===== config.mk =====
export PLATFORM = sky130hd
export DESIGN_NAME = sync_fifo_flex
export DESIGN_NICKNAME = d
export VERILOG_FILES = /design/src/rtl/sync_fifo_flex.sv
export SDC_FILE = /design/constraint.sdc
export NUM_CORES = 1
export LEC_CHECK = 0
export ABC_CLOCK_PERIOD_IN_PS = 3000
export BUFFER_PORTS_ARGS = -buffer_cell sky130_fd_sc_hd__buf_2
export CORE_ASPECT_RATIO = 0.5
export CORE_MARGIN = 5
export CORE_UTILIZATION = 30
export CTS_CLUSTER_SIZE = 25
export DETAILED_ROUTE_END_ITERATION = 6
export GPL_TIMING_DRIVEN = 0
export PLACE_DENSITY = 0.53
export RECOVER_POWER = 25
export SYNTH_ARGS = -nofsm -noshare
export SYNTH_HDL_FRONTEND = slang
export SYNTH_SLANG_ARGS = --single-unit

===== constraint.sdc =====
create_clock -name clk -period 3 [get_ports clk]
set_clock_uncertainty 0.05 [all_clocks]
set_input_delay 0.6 -clock clk [delete_from_list [all_inputs] [get_ports clk]]
set_output_delay 0.6 -clock clk [all_outputs]
set_load 0.03 [all_outputs]

===== src/rtl/sync_fifo_flex.sv =====
// Single-clock FIFO with arbitrary depth (>= 2), selectable standard or
// first-word-fall-through read mode, occupancy level, almost-full/almost-empty
// thresholds, synchronous flush and sticky overflow/underflow flags.
// Storage is a plain register array; pointers wrap at DEPTH-1 so the depth
// need not be a power of two.

module sync_fifo_flex #(
    parameter int DATA_WIDTH    = 8,
    parameter int DEPTH         = 16,
    parameter int FWFT          = 0,
    parameter int AFULL_THRESH  = DEPTH - 2,
    parameter int AEMPTY_THRESH = 2,
    localparam int LW           = $clog2(DEPTH + 1)
) (
    input  logic                  clk,
    input  logic                  rst,
    input  logic                  flush,
    input  logic                  wr,
    input  logic [DATA_WIDTH-1:0] din,
    output logic                  full,
    output logic                  almost_full,
    input  logic                  rd,
    output logic [DATA_WIDTH-1:0] dout,
    output logic                  empty,
    output logic                  almost_empty,
    output logic [LW-1:0]         level,
    output logic                  overflow,
    output logic                  underflow,
    input  logic                  clr_err
);

    localparam int              PW        = (DEPTH > 1) ? $clog2(DEPTH) : 1;
    localparam logic [PW-1:0]   PTR_LAST  = PW'(DEPTH - 1);
    localparam logic [LW-1:0]   LVL_FULL  = LW'(DEPTH);

    logic [DATA_WIDTH-1:0] mem [DEPTH];
    logic [PW-1:0]         wr_ptr;
    logic [PW-1:0]         rd_ptr;
    logic                  wr_acc;
    logic                  rd_acc;
    logic                  ovf_set;
    logic                  unf_set;

    // Pointer advance with explicit wrap, so any depth works.
    function automatic logic [PW-1:0] ptr_inc(input logic [PW-1:0] p);
        return (p == PTR_LAST) ? '0 : p + 1'b1;
    endfunction

    // A read needs data; a write into a full FIFO is allowed when a read
    // frees the slot in the same cycle. Flush overrides both.
    assign rd_acc  = rd && !empty;
    assign wr_acc  = wr && (!full || rd);
    assign ovf_set = !flush && wr && !wr_acc;
    assign unf_set = !flush && rd && !rd_acc;

    // Status flags decode registered level only; thresholds compare as
    // signed integers so out-of-range values saturate the flag.
    assign empty        = (level == '0);
    assign full         = (level == LVL_FULL);
    assign almost_full  = (int'(level) >= AFULL_THRESH);
    assign almost_empty = (int'(level) <= AEMPTY_THRESH);

    // Pointer and occupancy bookkeeping; flush empties the FIFO at the edge.
    always_ff @(posedge clk or posedge rst) begin
        if (rst) begin
            wr_ptr <= '0;
            rd_ptr <= '0;
            level  <= '0;
        end else if (flush) begin
            wr_ptr <= '0;
            rd_ptr <= '0;
            level  <= '0;
        end else begin
            if (wr_acc) wr_ptr <= ptr_inc(wr_ptr);
            if (rd_acc) rd_ptr <= ptr_inc(rd_ptr);
            case ({wr_acc, rd_acc})
                2'b10:   level <= level + 1'b1;
                2'b01:   level <= level - 1'b1;
                default: level <= level;
            endcase
        end
    end

    // Sticky error flags; a new error in the same cycle beats clr_err.
    always_ff @(posedge clk or posedge rst) begin
        if (rst) begin
            overflow  <= 1'b0;
            underflow <= 1'b0;
        end else begin
            if (ovf_set)      overflow <= 1'b1;
            else if (clr_err) overflow <= 1'b0;
            if (unf_set)      underflow <= 1'b1;
            else if (clr_err) underflow <= 1'b0;
        end
    end

    // Storage write; contents are deliberately not reset.
    always_ff @(posedge clk) begin
        if (wr_acc && !flush) mem[wr_ptr] <= din;
    end

    generate
        if (FWFT != 0) begin : g_fwft
            // Head of queue is always presented; meaningless while empty.
            assign dout = mem[rd_ptr];
        end else begin : g_std
            // Registered read: data appears the cycle after an accepted rd.
            always_ff @(posedge clk or posedge rst) begin
                if (rst)                  dout <= '0;
                else if (rd_acc && !flush) dout <= mem[rd_ptr];
            end
        end
    endgenerate

endmodule


==> results.yml <==
detailed_routing:
  vias: 3190
  dr.pass1.iters: 4
  wirelength_um: 13700
  drc: 0
  wl_per_cell_um: 20.1
  ant_nets: 0
  viasPerCell: 4.66
  first_iter_violations: 244
sta:
  setup_viol: 0
  timing.final.crit_share_pct: 92.2
  hold_viol: 0
  rsz0062_at_grt: "true"
  slew_violations: 0
  slew_headroom_pct: 30.8
  fin_crit_ps: 2770
  fmax_mhz: 362
  holdWs_ps: 323
  tightest_slew_ps: 1030
clock_tree:
  post_cts_buffers: 0
  clk_path_buf_depth: 2
  cts-root-buf: "clkbuf_16"
  clk-insertion-delay-late_ps: 420
  cts_made_buffers: 17
  clock-sinks: 151
  cts_tree: "built"
  cts_htree_levels: 4
  cts.clk_slew.worst_paths_ps: 70
global_routing:
  globalRouteOverflowTotal: 0
  grt_antenna_before_repair: 0
  grt_pass1_vias: 3455
  grt_pass1_wl_um: 21300
  grt_max_degree: 24
  grt_usage_pct: 11.9
finish:
  final_nets: 421
  drive_gt1_share_pct: 27.3
  mostFrequentLayoutCells: "edfxtp_1 (128), mux4_2 (32), buf_2 (30)"
  layout.cells.most_common: "edfxtp_1"
  areaGrowthSynthToFinish_pct: 16.7
  diodes: 0
  fin_cells: 684
setup_path:
  crit_path_start: "level[0]"
  r2r_start: "level[0]"
  crit_path_top_delay_cell: "dfrtp_1"
  cp.required_ps: 3290
  path_class: "flop to flop"
  crit_fanout: 8
  rr_worst_depth: 11
  arrival_ps: 3060
  path_cells: "nor4_4, nand2b_2, buf_6, nand3_1, inv_1, ha_1, nand2b_1, a21oi_1, and3_1, or3b_1, a31oi_1"
  cp_slowest_stage_delay_ps: 480
  r2r-end: "level[4]"
  worstSetupEndpoint: "level[4]"
  startpoint_type: "flop"
  r2r_setup_slack_ps: 230
  cp-end-kind: "flop"
synth:
  ys_ff_latch: 151
  syn-cell-area_mm2: 0.00626
  synth_edf_count: 128
  yosysUniqueCellTypes: 42
  netlist_instances: 350
  syn_nets: 373
  yosys_warnings: 0
  ys_seq_area_share_pct: 70.6
  syn_area_per_cell_um2: 17.9
  ys.flop_type: "edfxtp_1"
  synthArstFlopShare_pct: 15.2
floorplanning:
  core_region_area_mm2: 0.0205
  dieArea_mm2: 0.0240
  initial_core_util_pct: 30.5
  io_pins: 33
  rows: 37
  die_w_um: 214
  fp.dieH_um: 112
run_status:
  status: "finished, final reports clean"
min_path:
  min_path_type: "input port to flop"
flow_run:
  drv_cap: 0
placement:
  dp_hpwl_um: 8660
  io_buffers: 29
  dp_cells: 652
  place_congestion: 0.765
power_and_ir_drop:
  pwr_density_cell_mw_per_mm2: 761
  max-vdd-ir-drop_v: 0.000415
  p_leak_nw: 2.45
stage by stage:
| step | setup WS (ps) | power (mW) | utilization [%] | cell area, um2 | TNS, ps |
|---|---|---|---|---|---|
| 2_1_floorplan | 169 | 3.34 | - | 6260 | 0 |
| 3_3_place_gp | -649 | 3.67 | 32.9 | 6750 | -33030 |
| 3_5_place_dp | -201 | 3.67 | 33.0 | 6770 | -14550 |
| 4_1_cts | 106 | 5.60 | 35.6 | 7300 | 0 |
| 5_1_grt | -5.89 | 5.82 | 35.6 | 7310 | -11.6 |
| 6_report | 235 | 5.56 | 35.6 | 7310 | 0 |
power by group:
part           total, mW  leakage [nW]  switching (mW)  internal, mW
Combinational       1.14         0.739           0.704         0.438
Clock               1.93         0.255           0.866          1.06
Sequential          2.49          1.45           0.101          2.39
Total               5.56          2.45            1.67          3.89
cell usage after synthesis, types with 2 or more instances:
library cell | instances | area [um2]
mux2_1 | 4 | 45.0
nand2b_1 | 3 | 18.8
buf_2 | 6 | 30.0
dfrtp_1 | 23 | 576
or3_1 | 2 | 12.5
nor2_1 | 24 | 90.1
nand2_1 | 19 | 71.3
or4_1 | 2 | 15.0
clkbuf_1 | 9 | 33.8
o32ai_1 | 2 | 17.5
edfxtp_1 | 128 | 3840
buf_1 | 2 | 7.51
mux4_2 | 32 | 721
o21ai_0 | 3 | 15.0
ha_1 | 8 | 100
o221ai_2 | 8 | 120
nand3_1 | 9 | 45.0
a21oi_1 | 8 | 40.0
nor3_1 | 5 | 25.0
xor2_1 | 5 | 43.8
a21o_1 | 2 | 15.0
inv_1 | 10 | 37.5
mux2i_1 | 16 | 160
buf_6 | 2 | 22.5
area by class of cell:
| type | count | area (um2) |
|---|---|---|
| clock buffer | 19 | 433 |
| tap | 273 | 342 |
| timing repair buffer | 29 | 139 |
| fill | 1920 | 13200 |
| clock inverter | 13 | 96.3 |
| sequential | 151 | 4420 |
| multi-input combinational | 169 | 1740 |
| inverter | 11 | 41.3 |
| buffer | 19 | 93.8 |
cell families after synthesis:
kind of cell | count (synthesis) | share of synthesized area [%]
DFF | 151 | 70.6
and+or+nand+nor | 72 | 5.48
muxes | 52 | 14.8
AOI/OAI and AO/OA | 30 | 4.22
buffers and inverters | 30 | 2.16
adders and majority gates | 9 | 1.92
xor gates and xnor gates | 6 | 0.839
flip-flops by register name, indices dropped and copies added, names as in the netlist:
name and count:
mem 128, underflow 1, wr_ptr 4, rd_ptr 4, level 5, dout 8, overflow 1
critical path, delay by kind of cell (launching register included):
kind	cells	cell delay (ps)
compound gates	2	280
fa+ha+maj	1	320
buf+inv	2	230
flops	1	480
simple gates	6	1310
routing by layer:
layer | wire length [um] | GRT usage (%) | part of all wire, %
met5 | 0 | 0 | 0
met4 | 98 | 3.82 | 0.71
met3 | 414 | 3.31 | 3.0
met2 | 6500 | 18.5 | 47
met1 | 6720 | 16.5 | 49
how the worst min path moves through the flow:
stage                    from        end  slack (ps)  depth (start not counted)
finish                clr_err   overflow         320                          2
global route          clr_err   overflow         320                          2
CTS                   clr_err   overflow         310                          2
detailed placement    dout[4]    dout[4]         430                          2
global placement      dout[4]    dout[4]         430                          2
floorplan           wr_ptr[1]  wr_ptr[1]         510                          2
what timing repair did:
action                                  in CTS  in global routing
resized for setup                            0                  4
hold buffers                                 0                  0
endpoints found under the setup margin       0                 22
(Power assumes the default switching activity.)
